**config.mk**
```make
export PLATFORM = sky130hd
export DESIGN_NAME = maxnet_controller_flat
export DESIGN_NICKNAME = d
export VERILOG_FILES = /design/src/rtl/maxnet_controller_if.sv /design/src/rtl/maxnet_controller.sv /design/src/flat_wrapper.sv
export SDC_FILE = /design/constraint.sdc
export NUM_CORES = 1
export LEC_CHECK = 0
export BUFFER_PORTS_ARGS = -buffer_cell sky130_fd_sc_hd__buf_2
export CORE_AREA = 2 2 39 41
export DETAILED_ROUTE_END_ITERATION = 10
export DIE_AREA = 0 0 41 43
export GPL_ROUTABILITY_DRIVEN = 0
export PLACE_DENSITY_LB_ADDON = 0.08
export SLEW_MARGIN = 25
export SYNTH_ARGS = -nofsm -noshare
export SYNTH_HDL_FRONTEND = slang
export SYNTH_SLANG_ARGS = --single-unit
```
**constraint.sdc**
```tcl
create_clock -name clk -period 2 [get_ports clk]
set_clock_uncertainty 0.05 [all_clocks]
set_input_delay 0.1 -clock clk [delete_from_list [all_inputs] [get_ports clk]]
set_output_delay 0.1 -clock clk [all_outputs]
set_load 0.005 [all_outputs]
```
**src/rtl/maxnet_controller_if.sv**
```systemverilog
// Handshake and strobe bundle between the Maxnet control FSM and the
// surrounding logic/datapath.
interface maxnet_controller_if #(
  parameter int ITER_W = 4
) ();
  logic              start;
  logic              found;
  logic              main_write;
  logic              actWrite;
  logic              multWrite;
  logic              addWrite;
  logic              mainRegWrite;
  logic              s1;
  logic              s2;
  logic              s3;
  logic              s4;
  logic              busy;
  logic              done;
  logic              timeout;
  logic [ITER_W-1:0] iter_count;

  modport master (
    input  start, found,
    output main_write, actWrite, multWrite, addWrite, mainRegWrite,
    output s1, s2, s3, s4, busy, done, timeout, iter_count
  );

  modport slave (
    output start, found,
    input  main_write, actWrite, multWrite, addWrite, mainRegWrite,
    input  s1, s2, s3, s4, busy, done, timeout, iter_count
  );
endinterface

```
**src/rtl/maxnet_controller.sv**
```systemverilog
// Moore control FSM sequencing the Maxnet datapath: load, repeated
// multiply/add/activate inhibition rounds, then result capture.
module maxnet_controller #(
  parameter int MAX_ITER = 15,
  parameter int ITER_W   = 4
) (
  input logic               clk,
  input logic               rst,
  maxnet_controller_if.master ctrl
);

  typedef enum logic [3:0] {
    IDLE,
    LOAD,
    INIT,
    MULT,
    ADD,
    ACT,
    CHECK,
    CAPTURE,
    DONE
  } state_t;

  localparam logic [ITER_W-1:0] MAX_CNT = ITER_W'(MAX_ITER);

  state_t            state;
  state_t            state_next;
  logic [ITER_W-1:0] iter_count;
  logic              timeout;
  logic              at_max;

  logic main_write;
  logic act_write;
  logic mult_write;
  logic add_write;
  logic main_reg_write;
  logic sel_b;
  logic busy;
  logic done;

  assign at_max = (iter_count == MAX_CNT);

  always_ff @(posedge clk or negedge rst) begin
    if (!rst) begin
      state <= IDLE;
    end else begin
      state <= state_next;
    end
  end

  // Iteration count and timeout persist past DONE so they can be read
  // after the run; only the next LOAD clears them.
  always_ff @(posedge clk or negedge rst) begin
    if (!rst) begin
      iter_count <= '0;
      timeout    <= 1'b0;
    end else begin
      case (state)
        LOAD: begin
          iter_count <= '0;
          timeout    <= 1'b0;
        end
        ACT: begin
          iter_count <= iter_count + ITER_W'(1);
        end
        CHECK: begin
          if (!ctrl.found && at_max) begin
            timeout <= 1'b1;
          end
        end
        default: begin
        end
      endcase
    end
  end

  always_comb begin
    state_next = state;
    case (state)
      IDLE:    if (ctrl.start) state_next = LOAD;
      LOAD:    state_next = INIT;
      INIT:    state_next = MULT;
      MULT:    state_next = ADD;
      ADD:     state_next = ACT;
      ACT:     state_next = CHECK;
      // A winner found on the last allowed round takes priority over timeout.
      CHECK: begin
        if (ctrl.found || at_max) begin
          state_next = CAPTURE;
        end else begin
          state_next = MULT;
        end
      end
      CAPTURE: state_next = DONE;
      DONE:    if (!ctrl.start) state_next = IDLE;
      default: state_next = IDLE;
    endcase
  end

  // Strobes and mux selects decode purely from the state register.
  always_comb begin
    main_write     = 1'b0;
    act_write      = 1'b0;
    mult_write     = 1'b0;
    add_write      = 1'b0;
    main_reg_write = 1'b0;
    sel_b          = 1'b0;
    busy           = 1'b1;
    done           = 1'b0;
    case (state)
      IDLE: begin
        busy = 1'b0;
      end
      LOAD: begin
        main_write = 1'b1;
      end
      INIT: begin
        act_write = 1'b1;
      end
      MULT: begin
        mult_write = 1'b1;
        sel_b      = 1'b1;
      end
      ADD: begin
        add_write = 1'b1;
        sel_b     = 1'b1;
      end
      ACT: begin
        act_write = 1'b1;
        sel_b     = 1'b1;
      end
      CHECK: begin
        sel_b = 1'b1;
      end
      CAPTURE: begin
        main_reg_write = 1'b1;
      end
      DONE: begin
        busy = 1'b0;
        done = 1'b1;
      end
      default: begin
        busy = 1'b0;
      end
    endcase
  end

  assign ctrl.main_write   = main_write;
  assign ctrl.actWrite     = act_write;
  assign ctrl.multWrite    = mult_write;
  assign ctrl.addWrite     = add_write;
  assign ctrl.mainRegWrite = main_reg_write;
  assign ctrl.s1           = sel_b;
  assign ctrl.s2           = sel_b;
  assign ctrl.s3           = sel_b;
  assign ctrl.s4           = sel_b;
  assign ctrl.busy         = busy;
  assign ctrl.done         = done;
  assign ctrl.timeout      = timeout;
  assign ctrl.iter_count   = iter_count;

endmodule

```
**src/flat_wrapper.sv**
```systemverilog
// flat-port wrapper written by rule: the top's interface ports become plain ports
module maxnet_controller_flat 
#(
  parameter int MAX_ITER = 15,
  parameter int ITER_W   = 4
)
  (clk, rst, ctrl_start, ctrl_found, ctrl_main_write, ctrl_actWrite, ctrl_multWrite, ctrl_addWrite, ctrl_mainRegWrite, ctrl_s1, ctrl_s2, ctrl_s3, ctrl_s4, ctrl_busy, ctrl_done, ctrl_timeout, ctrl_iter_count);
  maxnet_controller_if #(.ITER_W(ITER_W)) ctrl_i ();
  input logic clk;
  input logic rst;
  input wire logic [$bits(ctrl_i.start)-1:0] ctrl_start;
  input wire logic [$bits(ctrl_i.found)-1:0] ctrl_found;
  output wire logic [$bits(ctrl_i.main_write)-1:0] ctrl_main_write;
  output wire logic [$bits(ctrl_i.actWrite)-1:0] ctrl_actWrite;
  output wire logic [$bits(ctrl_i.multWrite)-1:0] ctrl_multWrite;
  output wire logic [$bits(ctrl_i.addWrite)-1:0] ctrl_addWrite;
  output wire logic [$bits(ctrl_i.mainRegWrite)-1:0] ctrl_mainRegWrite;
  output wire logic [$bits(ctrl_i.s1)-1:0] ctrl_s1;
  output wire logic [$bits(ctrl_i.s2)-1:0] ctrl_s2;
  output wire logic [$bits(ctrl_i.s3)-1:0] ctrl_s3;
  output wire logic [$bits(ctrl_i.s4)-1:0] ctrl_s4;
  output wire logic [$bits(ctrl_i.busy)-1:0] ctrl_busy;
  output wire logic [$bits(ctrl_i.done)-1:0] ctrl_done;
  output wire logic [$bits(ctrl_i.timeout)-1:0] ctrl_timeout;
  output wire logic [$bits(ctrl_i.iter_count)-1:0] ctrl_iter_count;
  assign ctrl_i.start = ctrl_start;
  assign ctrl_i.found = ctrl_found;
  assign ctrl_main_write = ctrl_i.main_write;
  assign ctrl_actWrite = ctrl_i.actWrite;
  assign ctrl_multWrite = ctrl_i.multWrite;
  assign ctrl_addWrite = ctrl_i.addWrite;
  assign ctrl_mainRegWrite = ctrl_i.mainRegWrite;
  assign ctrl_s1 = ctrl_i.s1;
  assign ctrl_s2 = ctrl_i.s2;
  assign ctrl_s3 = ctrl_i.s3;
  assign ctrl_s4 = ctrl_i.s4;
  assign ctrl_busy = ctrl_i.busy;
  assign ctrl_done = ctrl_i.done;
  assign ctrl_timeout = ctrl_i.timeout;
  assign ctrl_iter_count = ctrl_i.iter_count;
  maxnet_controller #(.MAX_ITER(MAX_ITER), .ITER_W(ITER_W)) u_core (.clk(clk), .rst(rst), .ctrl(ctrl_i));
endmodule
```
Yosys cells after proc, flatten, opt, wreduce, memory -nomap -nowiden --
Index checks and enable logic that the tools add are counted. Widths: inputs -> output; s select.
Cells by class: add/sub/neg operators 1, eq/ne operators 12, muxes and demuxes 15, reduce and logical (&&, ||, !) cells 11
Operators by type and width (count):
- $pmux 4 s9 | 1
- $eq 4x3->1 const B | 4
- $mux 1 | 9
- $eq 4x2->1 const B | 2
- $eq 4x4->1 const B | 2
- $mux 4 | 2
- $pmux 4 s2 | 1
- $reduce_or 7->1 | 1
- $add 4x1->4 const B | 1
- $eq 4x1->1 const B | 1
- $logic_not 4->1 | 1
- $ne 2x2->1 const B | 2
- $reduce_and 2->1 | 2
- $reduce_bool 2->1 | 2
- $reduce_or 4->1 | 1
- $mux 3 | 1
- $ne 2x1->1 const B | 1
- $pmux 1 s2 | 1
- $reduce_or 2->1 | 1
- $logic_and 1x1->1 | 1
- $logic_not 1->1 | 1
- $logic_or 1x1->1 | 1
Word-level totals: flip-flop bits (word level) 9, bits of input ports 4, output and inout port bits 16, word-level logic and storage cells 42

Logic depth before layout (Yosys ltp) --
depth in word-level cells 4, gate-level depth with buffers 5, mapped depth without buffers 3

Least setup slack after synthesis --
OpenSTA, ideal clock, no wires.
kind register -> register, start point reg u_core.state[1], end point reg u_core.iter_count[3] (netlist: u_core.ctrl.iter_count[3]), library setup time 0.073 ns, arrival time 1.439 ns, data required time 1.877 ns, path slack 0.438 ns, cell stages (with the launch flop) 6, buffers on the path 2, period minus slack after synthesis 1.562 ns, cells stage by stage dfrtp_1 > buf_6 > or3b_1 > clkbuf_2 > or3_1 > a21oi_2
On the way: cells in the longest elaborated chain, start to end 2, elaborated cells between the ends (all ways) 4, those cells by class eq/ne (2); mux (1); reduce/logical (1)
Ends and longest elaborated chain:
- start: declaration | RTL line maxnet_controller.sv:26 | state_t state;
- start signal: assignment | RTL line maxnet_controller.sv:47 | state <= state_next;
- $eq 4x3->1 or $eq 4x1->1 (tied branches) | RTL line maxnet_controller.sv:58 | case (state)
- $pmux 4 s2 or $reduce_bool 2->1 (tied branches)
- end signal: assignment | RTL line maxnet_controller.sv:64 | iter_count <= iter_count + ITER_W'(1);
- end: declaration | RTL line maxnet_controller.sv:28 | logic [ITER_W-1:0] iter_count;
Several ways; a longest one is shown, not always the timed one. A chain may end at the register's enable or synchronous reset.

Final worst setup path --
start point reg u_core.state[0], end point out ctrl_main_write
On the way: cells in the longest elaborated chain, start to end 2
Ends and longest elaborated chain:
- $eq 4x1->1 | RTL line maxnet_controller.sv:110 | case (state)
- $mux 1 | RTL line maxnet_controller.sv:110
- end: declaration | RTL line flat_wrapper.sv:13 | output wire logic [$bits(ctrl_i.main_write)-1:0] ctrl_main_write;
Every way passes these cells.

==> flow_metrics.py <==
metrics = {
    "outcome": {
        "outcome": "finished, final reports clean",
    },
    "pwr": {
        "clockPowerShare_pct": 12.9,
        "peakVddDrop_mv": 0.671,
        "pwr-share-seq_pct": 33.0,
        "power_density_nw_per_um2": 1620,
        "switching_share_pct": 42.5,
        "combPwrFrac_pct": 54.2,
        "switchingPower_mw": 0.451,
        "internal_power_mw": 0.611,
        "leakage_nw": 0.340,
    },
    "grt": {
        "grt.total_usage_pct": 14.2,
        "grt_max_degree": 14,
        "grt_pass1_wl_microns": 1660,
        "antenna_found_initial": 0,
        "grt_pass1_vias": 403,
        "grt-ovfl-total": 0,
    },
    "route": {
        "drc": 0,
        "drt_wl_total_microns": 1020,
        "vias_per_cell": 4.93,
        "first_pass_iters": 4,
        "drtIter0Drc": 5,
        "ant_nets": 0,
        "avgRoutedWirePerCell_microns": 10.6,
        "num_vias": 473,
    },
    "sta": {
        "final.min_clock_period_ns": 1.78,
        "setup_tns_ns": 0,
        "max-slew-margin-rel_pct": 79.3,
        "final_hold_viol_count": 0,
        "setup_viol": 0,
        "worst_slack_ns": 0.222,
        "worst_slew_pin_slew_ns": 0.306,
        "fin_crit_sh_pct": 88.9,
        "slew_viol_final": 0,
        "rsz0062_at_grt": "false",
        "fmax_mhz": 563,
    },
    "floorplanning": {
        "die_x_microns": 41,
        "fp-row-count": 14,
        "dieArea_sq_um": 1760,
        "initial_utilization_pct": 38.3,
        "core_area_sq_um": 1380,
        "die_h_microns": 43,
        "io_pins": 20,
    },
    "final_layout": {
        "fillers": 145,
        "final_nets": 86,
        "utilization_pct": 47.4,
        "diodes": 0,
        "final_cells": 96,
        "drive_above_1_share_pct": 32.5,
        "area_delta_synth_final_pct": 23.6,
    },
    "synth": {
        "avgSynthCellArea_sq_um": 8.70,
        "synth_area_leaders": "dfrtp_1 42%, nand2_1 5.0%, nor3_1 4.7%",
        "synth_nets": 66,
        "yosysUniqueCellTypes": 29,
        "ys_seq_elements": 9,
        "netlist.area_leader.share_pct": 42.5,
        "synth_top_area_cell": "dfrtp_1",
        "syn_area_sq_um": 531,
        "seq_area_frac_synth_pct": 42.5,
        "synth-warning-count": 0,
        "syn_inst": 61,
    },
    "clock_network": {
        "cts.repair.resized": 0,
        "clockRootBuffer": "clkbuf_4",
        "cts_tree": "built",
        "clock-sinks": 9,
        "htree_num_levels": 1,
        "cts_buffers": 3,
        "postCtsHoldBufs": 2,
        "clk_latency_ns": 0.26,
        "path_clk_slew_ns": 0.05,
        "cts_setup_buffers": 0,
        "clk_path_buf_depth": 2,
    },
    "worst_setup_path": {
        "path_class": "flip-flop to output pin",
        "crit_path_max_fanout": 11,
        "cp-start-kind": "flip-flop",
        "end_kind": "output pin",
        "cp.required_ns": 1.85,
        "cp.arrival_ns": 1.63,
    },
    "flow_run": {
        "drv_cap": 0,
    },
    "placed_design": {
        "dp.cells": 90,
        "port_buffers": 19,
        "dp_worst_setup_slack_ns": 0.351,
        "dpl.hpwl_microns": 784,
    },
    "min_path": {
        "hold_path.class": "input pin to flip-flop",
    },
}
per-stage QoR:
stage	cell area, sq um	power, mW	hold slack [ns]
global route	656	1.19	0.0146
floorplan	531	0.804	-0.246
detailed placement	609	0.933	-0.0830
CTS	656	1.08	0.0118
finish	656	1.06	0.0152
global placement	609	0.942	-0.0840
flip-flops by register name, indices dropped and copies added (netlist names):
name / cells
u_core.ctrl.iter_count: 4
u_core.ctrl.timeout: 1
u_core.state: 4
layout make-up:
cell class	count	area, sq um	share of cell area (%)
inverter	3	11.3	1.72
multi-input combinational	41	243	37.0
tap	16	20.0	3.05
timing repair buffer	23	130	19.8
sequential	9	225	34.4
clock buffer	4	26.3	4.01
layer usage:
layer / global-route usage (%) / wire, microns
met4: 12.0 / 40
met3: 1.57 / 68
met1: 19.7 / 478
met2: 18.8 / 430
met5: 0 / 0
power by group through the flow:
stage	clock network [mW]	logic [mW]	registers, mW
after floorplan	0	0.493	0.311
after global placement	0	0.586	0.356
after detailed placement	0	0.579	0.354
after CTS	0.142	0.586	0.350
after global routing	0.152	0.670	0.367
final	0.137	0.575	0.350
cells in the mapped netlist (all sizes together):
library cell	count
dfrtp	9
inv	3
nand2	7
and2	1
clkbuf	2
xnor2	1
xor2	1
a311oi	1
buf	6
or3b	1
or4b	1
o21ai	3
o41ai	1
nand4	1
nor3	5
ha	1
nor2	4
nand3b	1
or3	2
nand2b	2
nand3	2
a21oi	4
a21o	1
o221ai	1
cell usage in the layout, fill, tap and decap left out, drive strengths merged, types with 2 or more instances in the layout:
cell type    netlist  final
or3                2      2
dlygate4sd3        0      2
nor3               5      5
dfrtp              9      9
o21ai              3      3
a21oi              4      4
clkbuf             2      4
nand2              7      7
nand3              2      2
nand2b             2      2
inv                3      3
buf                6     21
nor2               4      4
cell families (layout without fill, tap and decap cells):
| logic type | count (synthesis) | count (layout) | share of synthesized area [%] |
|---|---|---|---|
| compound gates | 11 | 11 | 13.7 |
| xor+xnor | 2 | 2 | 3.30 |
| fa+ha+maj | 1 | 1 | 2.36 |
| simple gates | 27 | 27 | 26.4 |
| buf+inv | 11 | 30 | 11.8 |
| flops | 9 | 9 | 42.5 |
worst paths after layout:
kind,startpoint,endpoint,slack [ns],cells past startpoint
max in group asynchronous,rst,u_core.ctrl.iter_count[1],1.56,2
worst min register to register,u_core.ctrl.timeout,u_core.ctrl.timeout,0.43,2
worst max-delay path,u_core.state[0],ctrl_main_write,0.22,3
worst max register to register,u_core.state[0],u_core.ctrl.iter_count[3],0.35,3
worst min-delay path,ctrl_start,u_core.state[3],0.02,2
min in group asynchronous,rst,u_core.ctrl.iter_count[3],0.16,2
critical path: stages (launching register included):
cell and delay (ns):
dfrtp_1 0.50, or4b_2 0.64, inv_1 0.11, buf_2 0.11
No activity file was read; power rests on OpenSTA's default activity.
